--- src/rtl/axi_arb_pkg.sv ---
`default_nettype none
// +----------------------------------------------------------------------------+
// | axi_arb_pkg                                                                |
// | Shared widths and FSM state types for the 2:1 AXI4 memory-mapped arbiter.  |
// | Rev 1.0                                                                    |
// +----------------------------------------------------------------------------+
package axi_arb_pkg;

  localparam int c_id_width   = 4;
  localparam int c_addr_width = 64;
  localparam int c_data_width = 64;
  localparam int c_len_width  = 8;
  localparam int c_resp_width = 2;

  typedef enum logic [1:0] {
    WR_IDLE = 2'd0,
    WR_ADDR = 2'd1,
    WR_DATA = 2'd2,
    WR_RESP = 2'd3
  } wr_state_t;

  typedef enum logic [1:0] {
    RD_IDLE = 2'd0,
    RD_ADDR = 2'd1,
    RD_DATA = 2'd2
  } rd_state_t;

endpackage
`default_nettype wire

--- src/rtl/axi_arb_rr2.sv ---
`default_nettype none
// +----------------------------------------------------------------------------+
// | axi_arb_rr2                                                                |
// | Two-requester round-robin picker; gnt is the index of the winning request. |
// | Rev 1.0                                                                    |
// +----------------------------------------------------------------------------+
module axi_arb_rr2 (
  input  logic [1:0] req,
  input  logic       last_gnt,
  output logic       gnt
);

  // On a tie the port that did not win last time gets the path.
  always_comb begin
    gnt = 1'b0;
    case (req)
      2'b10:   gnt = 1'b1;
      2'b11:   gnt = ~last_gnt;
      default: gnt = 1'b0;
    endcase
  end

endmodule
`default_nettype wire

--- src/rtl/axi_mm_arbiter_2to1.sv ---
`default_nettype none
// +----------------------------------------------------------------------------+
// | axi_mm_arbiter_2to1                                                        |
// | 2:1 AXI4 arbiter, independent burst-granular round-robin on write and read.|
// | Rev 1.0                                                                    |
// +----------------------------------------------------------------------------+
module axi_mm_arbiter_2to1
  import axi_arb_pkg::*;
#(
  parameter int AXI_IDWIDTH = c_id_width,
  parameter int AXI_AWIDTH  = c_addr_width,
  parameter int AXI_DWIDTH  = c_data_width
) (
  input  logic                      clk,
  input  logic                      rst,
  // port 0 (XDMA)
  input  logic                      s0_axi_awvalid,
  output logic                      s0_axi_awready,
  input  logic [AXI_AWIDTH-1:0]     s0_axi_awaddr,
  input  logic [c_len_width-1:0]    s0_axi_awlen,
  input  logic [AXI_IDWIDTH-1:0]    s0_axi_awid,
  input  logic                      s0_axi_wvalid,
  output logic                      s0_axi_wready,
  input  logic                      s0_axi_wlast,
  input  logic [AXI_DWIDTH-1:0]     s0_axi_wdata,
  input  logic [AXI_DWIDTH/8-1:0]   s0_axi_wstrb,
  output logic                      s0_axi_bvalid,
  input  logic                      s0_axi_bready,
  output logic [AXI_IDWIDTH-1:0]    s0_axi_bid,
  output logic [c_resp_width-1:0]   s0_axi_bresp,
  input  logic                      s0_axi_arvalid,
  output logic                      s0_axi_arready,
  input  logic [AXI_AWIDTH-1:0]     s0_axi_araddr,
  input  logic [c_len_width-1:0]    s0_axi_arlen,
  input  logic [AXI_IDWIDTH-1:0]    s0_axi_arid,
  output logic                      s0_axi_rvalid,
  input  logic                      s0_axi_rready,
  output logic                      s0_axi_rlast,
  output logic [AXI_DWIDTH-1:0]     s0_axi_rdata,
  output logic [AXI_IDWIDTH-1:0]    s0_axi_rid,
  output logic [c_resp_width-1:0]   s0_axi_rresp,
  // port 1 (local user master)
  input  logic                      s1_axi_awvalid,
  output logic                      s1_axi_awready,
  input  logic [AXI_AWIDTH-1:0]     s1_axi_awaddr,
  input  logic [c_len_width-1:0]    s1_axi_awlen,
  input  logic [AXI_IDWIDTH-1:0]    s1_axi_awid,
  input  logic                      s1_axi_wvalid,
  output logic                      s1_axi_wready,
  input  logic                      s1_axi_wlast,
  input  logic [AXI_DWIDTH-1:0]     s1_axi_wdata,
  input  logic [AXI_DWIDTH/8-1:0]   s1_axi_wstrb,
  output logic                      s1_axi_bvalid,
  input  logic                      s1_axi_bready,
  output logic [AXI_IDWIDTH-1:0]    s1_axi_bid,
  output logic [c_resp_width-1:0]   s1_axi_bresp,
  input  logic                      s1_axi_arvalid,
  output logic                      s1_axi_arready,
  input  logic [AXI_AWIDTH-1:0]     s1_axi_araddr,
  input  logic [c_len_width-1:0]    s1_axi_arlen,
  input  logic [AXI_IDWIDTH-1:0]    s1_axi_arid,
  output logic                      s1_axi_rvalid,
  input  logic                      s1_axi_rready,
  output logic                      s1_axi_rlast,
  output logic [AXI_DWIDTH-1:0]     s1_axi_rdata,
  output logic [AXI_IDWIDTH-1:0]    s1_axi_rid,
  output logic [c_resp_width-1:0]   s1_axi_rresp,
  // master side toward BRAM
  output logic                      m_axi_awvalid,
  input  logic                      m_axi_awready,
  output logic [AXI_AWIDTH-1:0]     m_axi_awaddr,
  output logic [c_len_width-1:0]    m_axi_awlen,
  output logic [AXI_IDWIDTH-1:0]    m_axi_awid,
  output logic                      m_axi_wvalid,
  input  logic                      m_axi_wready,
  output logic                      m_axi_wlast,
  output logic [AXI_DWIDTH-1:0]     m_axi_wdata,
  output logic [AXI_DWIDTH/8-1:0]   m_axi_wstrb,
  input  logic                      m_axi_bvalid,
  output logic                      m_axi_bready,
  input  logic [AXI_IDWIDTH-1:0]    m_axi_bid,
  input  logic [c_resp_width-1:0]   m_axi_bresp,
  output logic                      m_axi_arvalid,
  input  logic                      m_axi_arready,
  output logic [AXI_AWIDTH-1:0]     m_axi_araddr,
  output logic [c_len_width-1:0]    m_axi_arlen,
  output logic [AXI_IDWIDTH-1:0]    m_axi_arid,
  input  logic                      m_axi_rvalid,
  output logic                      m_axi_rready,
  input  logic                      m_axi_rlast,
  input  logic [AXI_DWIDTH-1:0]     m_axi_rdata,
  input  logic [AXI_IDWIDTH-1:0]    m_axi_rid,
  input  logic [c_resp_width-1:0]   m_axi_rresp
);

  wr_state_t r_wr_state, w_wr_state_nxt;
  rd_state_t r_rd_state, w_rd_state_nxt;
  logic      r_wr_gnt, w_wr_gnt_nxt, r_wr_last, w_wr_last_nxt;
  logic      r_rd_gnt, w_rd_gnt_nxt, r_rd_last, w_rd_last_nxt;
  logic      w_wr_pick, w_rd_pick;
  logic      w_aw_ph, w_w_ph, w_b_ph, w_ar_ph, w_r_ph;

  axi_arb_rr2 u_wr_rr (
    .req      ({s1_axi_awvalid, s0_axi_awvalid}),
    .last_gnt (r_wr_last),
    .gnt      (w_wr_pick)
  );

  axi_arb_rr2 u_rd_rr (
    .req      ({s1_axi_arvalid, s0_axi_arvalid}),
    .last_gnt (r_rd_last),
    .gnt      (w_rd_pick)
  );

  always_ff @(posedge clk or posedge rst) begin
    if (rst) begin
      r_wr_state <= WR_IDLE;
      r_wr_gnt   <= 1'b0;
      r_wr_last  <= 1'b1;
      r_rd_state <= RD_IDLE;
      r_rd_gnt   <= 1'b0;
      r_rd_last  <= 1'b1;
    end else begin
      r_wr_state <= w_wr_state_nxt;
      r_wr_gnt   <= w_wr_gnt_nxt;
      r_wr_last  <= w_wr_last_nxt;
      r_rd_state <= w_rd_state_nxt;
      r_rd_gnt   <= w_rd_gnt_nxt;
      r_rd_last  <= w_rd_last_nxt;
    end
  end

  always_comb begin
    w_wr_state_nxt = r_wr_state;
    w_wr_gnt_nxt   = r_wr_gnt;
    w_wr_last_nxt  = r_wr_last;
    case (r_wr_state)
      WR_IDLE: if (s0_axi_awvalid || s1_axi_awvalid) begin
        w_wr_gnt_nxt   = w_wr_pick;
        w_wr_state_nxt = WR_ADDR;
      end
      WR_ADDR: if (m_axi_awvalid && m_axi_awready) w_wr_state_nxt = WR_DATA;
      WR_DATA: if (m_axi_wvalid && m_axi_wready && m_axi_wlast) w_wr_state_nxt = WR_RESP;
      WR_RESP: if (m_axi_bvalid && m_axi_bready) begin
        w_wr_last_nxt  = r_wr_gnt;
        w_wr_state_nxt = WR_IDLE;
      end
      default: w_wr_state_nxt = WR_IDLE;
    endcase
  end

  always_comb begin
    w_rd_state_nxt = r_rd_state;
    w_rd_gnt_nxt   = r_rd_gnt;
    w_rd_last_nxt  = r_rd_last;
    case (r_rd_state)
      RD_IDLE: if (s0_axi_arvalid || s1_axi_arvalid) begin
        w_rd_gnt_nxt   = w_rd_pick;
        w_rd_state_nxt = RD_ADDR;
      end
      RD_ADDR: if (m_axi_arvalid && m_axi_arready) w_rd_state_nxt = RD_DATA;
      RD_DATA: if (m_axi_rvalid && m_axi_rready && m_axi_rlast) begin
        w_rd_last_nxt  = r_rd_gnt;
        w_rd_state_nxt = RD_IDLE;
      end
      default: w_rd_state_nxt = RD_IDLE;
    endcase
  end

  assign w_aw_ph = (r_wr_state == WR_ADDR);
  assign w_w_ph  = (r_wr_state == WR_DATA);
  assign w_b_ph  = (r_wr_state == WR_RESP);
  assign w_ar_ph = (r_rd_state == RD_ADDR);
  assign w_r_ph  = (r_rd_state == RD_DATA);

  // Write path: handshakes gated by phase and grant; payloads are plain muxes.
  assign m_axi_awvalid  = w_aw_ph & (r_wr_gnt ? s1_axi_awvalid : s0_axi_awvalid);
  assign m_axi_awaddr   = r_wr_gnt ? s1_axi_awaddr : s0_axi_awaddr;
  assign m_axi_awlen    = r_wr_gnt ? s1_axi_awlen  : s0_axi_awlen;
  assign m_axi_awid     = r_wr_gnt ? s1_axi_awid   : s0_axi_awid;
  assign s0_axi_awready = w_aw_ph & ~r_wr_gnt & m_axi_awready;
  assign s1_axi_awready = w_aw_ph &  r_wr_gnt & m_axi_awready;

  assign m_axi_wvalid   = w_w_ph & (r_wr_gnt ? s1_axi_wvalid : s0_axi_wvalid);
  assign m_axi_wlast    = r_wr_gnt ? s1_axi_wlast : s0_axi_wlast;
  assign m_axi_wdata    = r_wr_gnt ? s1_axi_wdata : s0_axi_wdata;
  assign m_axi_wstrb    = r_wr_gnt ? s1_axi_wstrb : s0_axi_wstrb;
  assign s0_axi_wready  = w_w_ph & ~r_wr_gnt & m_axi_wready;
  assign s1_axi_wready  = w_w_ph &  r_wr_gnt & m_axi_wready;

  assign m_axi_bready   = w_b_ph & (r_wr_gnt ? s1_axi_bready : s0_axi_bready);
  assign s0_axi_bvalid  = w_b_ph & ~r_wr_gnt & m_axi_bvalid;
  assign s1_axi_bvalid  = w_b_ph &  r_wr_gnt & m_axi_bvalid;
  assign s0_axi_bid     = m_axi_bid;
  assign s1_axi_bid     = m_axi_bid;
  assign s0_axi_bresp   = m_axi_bresp;
  assign s1_axi_bresp   = m_axi_bresp;

  // Read path: responses are steered by the stored grant, never by RID.
  assign m_axi_arvalid  = w_ar_ph & (r_rd_gnt ? s1_axi_arvalid : s0_axi_arvalid);
  assign m_axi_araddr   = r_rd_gnt ? s1_axi_araddr : s0_axi_araddr;
  assign m_axi_arlen    = r_rd_gnt ? s1_axi_arlen  : s0_axi_arlen;
  assign m_axi_arid     = r_rd_gnt ? s1_axi_arid   : s0_axi_arid;
  assign s0_axi_arready = w_ar_ph & ~r_rd_gnt & m_axi_arready;
  assign s1_axi_arready = w_ar_ph &  r_rd_gnt & m_axi_arready;

  assign m_axi_rready   = w_r_ph & (r_rd_gnt ? s1_axi_rready : s0_axi_rready);
  assign s0_axi_rvalid  = w_r_ph & ~r_rd_gnt & m_axi_rvalid;
  assign s1_axi_rvalid  = w_r_ph &  r_rd_gnt & m_axi_rvalid;
  assign s0_axi_rlast   = m_axi_rlast;
  assign s1_axi_rlast   = m_axi_rlast;
  assign s0_axi_rdata   = m_axi_rdata;
  assign s1_axi_rdata   = m_axi_rdata;
  assign s0_axi_rid     = m_axi_rid;
  assign s1_axi_rid     = m_axi_rid;
  assign s0_axi_rresp   = m_axi_rresp;
  assign s1_axi_rresp   = m_axi_rresp;

endmodule
`default_nettype wire

--- config.mk ---
export PLATFORM = sky130hd
export DESIGN_NAME = axi_mm_arbiter_2to1
export DESIGN_NICKNAME = d
export VERILOG_FILES = /design/src/rtl/axi_arb_pkg.sv /design/src/rtl/axi_arb_rr2.sv /design/src/rtl/axi_mm_arbiter_2to1.sv
export SDC_FILE = /design/constraint.sdc
export NUM_CORES = 1
export LEC_CHECK = 0
export BUFFER_PORTS_ARGS = -buffer_cell sky130_fd_sc_hd__buf_2
export CORE_AREA = 2 2 365 367
export DETAILED_ROUTE_END_ITERATION = 12
export DIE_AREA = 0 0 367 369
export GPL_TIMING_DRIVEN = 0
export PLACE_DENSITY = 0.3
export RECOVER_POWER = 100
export SLEW_MARGIN = 20
export SYNTH_ARGS = -nofsm -noshare
export SYNTH_HDL_FRONTEND = slang
export SYNTH_SLANG_ARGS = --single-unit
export TNS_END_PERCENT = 20
--- constraint.sdc ---
create_clock -name clk -period 3.5 [get_ports clk]
set_input_delay 0.175 -clock clk [delete_from_list [all_inputs] [get_ports clk]]
set_output_delay 0.175 -clock clk [all_outputs]
set_load 0.01 [all_outputs]
==> results of run 1 <==
-- through the flow --
stage	utilization [%]	std cells	hold slack, ns
final	8.11	3113	0.0142
after global routing	8.08	3099	0.0832
after CTS	8.42	3097	0.0664
after detailed placement	8.36	3094	0.362
after global placement	8.36	3094	0.366
after floorplan	-	478	-0.0108
-- layer usage --
layer / global-route usage (%) / part of all wire [%] / vias to the layer above
met5: 0 / 0.011 / -
met4: 1.66 / 3.8 / 2
met3: 1.78 / 8.0 / 173
met2: 15.0 / 46 / 771
met1: 11.4 / 42 / 3156
li1: - / - / 3267
-- kinds of logic after synthesis --
group                      count (synthesis)  share of synthesized area [%]
AOI/OAI and AO/OA                         11                           2.02
adders and majority gates                  5                           1.40
buffers and inverters                    188                           29.6
DFF                                        8                           4.54
muxes                                    233                           58.7
and+or+nand+nor                           33                           3.70
-- path summary, 6_finish.rpt --
check	endpoint	slack (ns)	cells after the start
min in group clk	r_rd_state[0]	0.19	2
max in group asynchronous	r_wr_state[0]	3.03	2
worst min register to register	r_rd_state[0]	0.51	1
worst max-delay path	m_axi_awaddr[52]	0.65	5
worst min-delay path	r_rd_state[1]	0.01	2
worst max register to register	r_wr_gnt	1.42	4
-- report_power, final --
group          switching (mW)  leakage, nW  internal (mW)  total (mW)
clock                  0.0811       0.0371          0.150       0.232
combinational            2.27         4.37           1.85        4.12
sequential             0.0410       0.0916          0.143       0.184
total                    2.39         4.50           2.15        4.54
-- state kept, by name (all words and copies together), names as in the netlist --
register	count
r_wr_gnt	1
r_rd_last	1
r_wr_state	2
r_rd_gnt	1
r_rd_state	2
r_wr_last	1
-- worst max-delay path: stages, from the launching register on --
cell	delay, ns
dfrtp_1	0.31
clkbuf_1	0.53
clkbuf_2	0.55
buf_2	0.42
mux2_2	0.38
clkbuf_1	0.20
-- cells in the mapped netlist --
cell,n
ha_1,5
a31oi_1,1
nor3_1,1
nand3_1,2
nor2_1,8
nor2b_1,4
mux2_2,226
and3_1,5
dfstp_2,2
mux2i_1,6
a22oi_1,1
buf_6,1
buf_2,24
and4b_1,1
mux2_4,1
buf_4,154
a311oi_1,1
a32o_1,2
nor3b_1,1
nand2_1,9
o2111ai_2,1
nand2b_1,1
and2_1,1
clkbuf_1,2
inv_1,7
a21oi_1,1
dfrtp_1,6
o21ai_0,3
o31ai_2,1
-- layout make-up --
cell class	count	area share, %
repair buffers	861	36.6
multi-input cells	282	27.6
well taps	1755	20.7
plain buffers	181	12.0
flip-flops and latches	8	1.91
clock buffers	3	0.706
diodes	16	0.377
inverters	7	0.247
==> results.toml, run 1 <==
[worst_setup_path]
cp_max_fo = 10
crit_arrival_ns = 2.68
timing.rr.start = "r_wr_gnt"
cp.required_ns = 3.32
crit_start = "r_wr_gnt"
worst-setup-path-type = "reg -> out"
start_kind = "flip-flop"
end_kind = "output pin"

[synthesis]
synth_seq_cells = 8
netlist_instances = 478
synth_area_sq_mm = 0.00446
avgSynthCellArea_sq_um = 9.33
synthTopCellsByArea = "mux2_2 (57%), buf_4 (26%), dfrtp_1 (3.4%), buf_2 (2.7%), ha_1 (1.4%)"
synth_seq_area_share_pct = 4.54
synth_fp_nets = 1027
yosysUniqueCellTypes = 29
yosys.area.top_type = "mux2_2"
synth_top_area_share_pct = 57.0
yosys_warnings = 0

[timing]
setup_ws_ns = 0.647
hold_viol = 0
tightest_slew_ns = 0.834
tns_ns = 0
fin_crit_ns = 2.85
finalCritPeriodShare_pct = 81.5
setup_violations = 0
final_max_slew_viol_count = 0
fmax_mhz = 350
rsz0062_at_grt = "false"
fin_worst_skew_ns = 0.000421
maxSlewHeadroom_pct = 44.4

[cts]
hold_buffers = 0
clkTransAtPathRegs_ns = 0.05
tritoncts = "done"
numClockSinks = 8
clockBufferDepth = 2
clock_latency_ns = 0.26
cts_resized = 0
cts_buffers = 3
cts_max_level = 1
cts_setup_buffers = 0
clk_root_buffer_cell = "clkbuf_16"

[layout]
finalNetCount = 1893
final_common_cell = "buf_2"
area_growth_pct = 138
layout-drive-gt1-share_pct = 66.2
fill_cells = 15800
multi_input_area_sq_mm = 0.00293
regArea_sq_um = 203
layout_common_cells = "buf_2 (535), clkbuf_1 (352), mux2_2 (192)"
final_area_sq_mm = 0.0106

[pwr]
leakagePower_nw = 4.50
total_power_mw = 4.54
powerDensity_mw_per_mm2 = 427
ir_drop_v = 0.000177

[global_route]
overflow = 0
grt_max_degree = 11
grt.total_usage_pct = 8.79
grt_pass1_wl_microns = 76500
grt_pass1_vias = 7064
antenna_found_initial = 123

[drt]
firstDrtPassIters = 4
drc = 0
avgRoutedWirePerCell_microns = 20.4
ant_nets = 0
vias_per_cell = 2.37
drt_wl_total_microns = 63500
via_count = 7369
first_iter_violations = 178

[place]
io_buffer_count = 861
dp_hpwl_microns = 60900
gp_congestion = 0.861
post-place-ws_ns = 1.12
postPlaceCellArea_sq_mm = 0.0110

[floorplan]
die_area_sq_mm = 0.135
dieWidth_microns = 367
rows = 133
initial_core_util_pct = 3.40
core_sq_mm = 0.131
die_h_microns = 369
pin_count = 938

[min_path]
min_path_type = "in -> async"

[run_status]
status = "completed"

[job]
drv_cap = 0
Power figures use the tool's default switching activity.
==> inputs of run 2 (changes only) <==
- CORE_AREA: 2 2 365 367 -> 2 2 368 370
- DIE_AREA: 0 0 367 369 -> 0 0 370 372
- clock period: 3.5 -> 3 ns (I/O delays scaled with it)
==> results.toml, run 2 (synthesis results as in run 1) <==
[run_status]
status = "finished with violations"
violations = "hold timing"

[worst_setup_path]
crit_path_cell_trace = "buf_6, clkbuf_1, buf_12, clkbuf_1, mux2_2, clkbuf_1"
cp.depth = 6
cp_max_fo = 10
reg2regPathDepth = 5
cp.required_ns = 2.85
start_kind = "flip-flop"
critical_path.top_delay_family = "buffers and inverters"
worst-setup-path-type = "reg -> out"
end_kind = "output pin"
crit_buf_inv = 5
crit_slowest_cell = "clkbuf_1"
crit_top_cell = "clkbuf_1"
critPathMaxStageDelay_ns = 0.58
crit_arrival_ns = 2.49

[cts]
clk_root_buffer_cell = "clkbuf_16"
clockBufferDepth = 2
numClockSinks = 8
clock_latency_ns = 0.26
tritoncts = "done"
clkTransAtPathRegs_ns = 0.05
hold_buffers = 0
cts_resized = 0
cts_buffers = 3
cts_setup_buffers = 0
cts_max_level = 1

[drt]
drc = 0
avgRoutedWirePerCell_microns = 24.6
first_iter_violations = 309
via_count = 7653
firstDrtPassIters = 4
drt_wl_total_microns = 77300
vias_per_cell = 2.43
ant_nets = 0

[floorplan]
dieWidth_microns = 370
pin_count = 938
die_h_microns = 372
core_sq_mm = 0.134
rows = 135
initial_core_util_pct = 3.32
die_area_sq_mm = 0.138

[layout]
layout-drive-gt1-share_pct = 67.1
final_common_cell = "buf_2"
area_growth_pct = 139
top_regs = "r_rd_state x2, r_wr_state x2"
final_cell_count_no_fill = 3143
finalNetCount = 1894
fill_cells = 16100
final_core_util_pct = 7.96
layout_common_cells = "buf_2 (520), clkbuf_1 (358), mux2_2 (210)"

[timing]
tns_ns = 0
fmax_mhz = 379
whs_ns = -0.0315
finalCritPeriodShare_pct = 88.0
fin_crit_ns = 2.64
setup_violations = 0
maxSlewHeadroom_pct = 44.9
setup_ws_ns = 0.359
rsz0062_at_grt = "false"
final_max_slew_viol_count = 0
tightest_slew_ns = 0.827
fin_worst_skew_ns = 0.000435
hold_viol = 6

[place]
gp_congestion = 0.855
io_buffer_count = 861
dp_hpwl_microns = 74200
post-place-ws_ns = 0.774
dp.cells = 3121

[global_route]
grt_pass1_wl_microns = 88600
grt_pass1_vias = 6819
overflow = 0
grt_max_degree = 11
antenna_found_initial = 159
grt.total_usage_pct = 10.4

[pwr]
total_power_mw = 5.67
powerDensity_mw_per_mm2 = 531
ir_drop_v = 0.000249
leakagePower_nw = 4.50

[job]
drv_cap = 0

[min_path]
min_path_type = "in -> async"
-- run 2: stage by stage --
| stage | instance area, sq um | hold WS (ns) |
|---|---|---|
| 3_3_place_gp | 11000 | 0.324 |
| 3_5_place_dp | 11000 | 0.321 |
| 2_1_floorplan | 4460 | -0.0358 |
| 6_report | 10700 | -0.0315 |
| 4_1_cts | 11100 | 0.0365 |
| 5_1_grt | 10600 | 0.0486 |
-- run 2: worst register-to-register path: cells and delay by family (launching register included) --
family,cells,cell delay (ns)
compound gates,2,0.68
buf+inv,1,0.15
flops,1,0.37
mux,2,0.60
-- run 2: final cells by class --
class	instances	area (sq um)	share of cell area [%]
antenna	19	47.5	0.445
buffer	181	1280	11.9
clock buffer	3	75.1	0.703
inverter	7	26.3	0.246
multi-input combinational	282	2930	27.4
sequential	8	203	1.90
tap	1781	2230	20.9
timing repair buffer	862	3900	36.5
-- run 2: path summary, 6_finish.rpt --
| path | from | to | slack [ns] |
|---|---|---|---|
| hold / removal | rst | r_rd_state[1] | -0.03 |
| hold reg to reg | r_rd_state[1] | r_rd_state[0] | 0.51 |
| setup / recovery | r_wr_gnt | m_axi_awlen[3] | 0.36 |
| setup reg to reg | r_wr_gnt | r_wr_state[1] | 1.08 |
| max in group asynchronous | rst | r_wr_gnt | 2.61 |
| min in group clk | m_axi_arready | r_rd_state[0] | 0.16 |
-- run 2: metal layers --
layer / vias up / track usage, % / part of all wire, %
li1: 3274 / - / -
met1: 3310 / 12.8 / 40
met2: 788 / 17.8 / 46
met3: 257 / 4.24 / 11
met4: 24 / 0.516 / 2.7
met5: - / 0 / 0.22
-- run 2: where the power goes --
group	leakage (nW)	internal (mW)	total [mW]	switching, mW
Clock	0.0371	0.176	0.270	0.0942
Combinational	4.37	2.21	5.18	2.97
Sequential	0.0916	0.167	0.222	0.0553
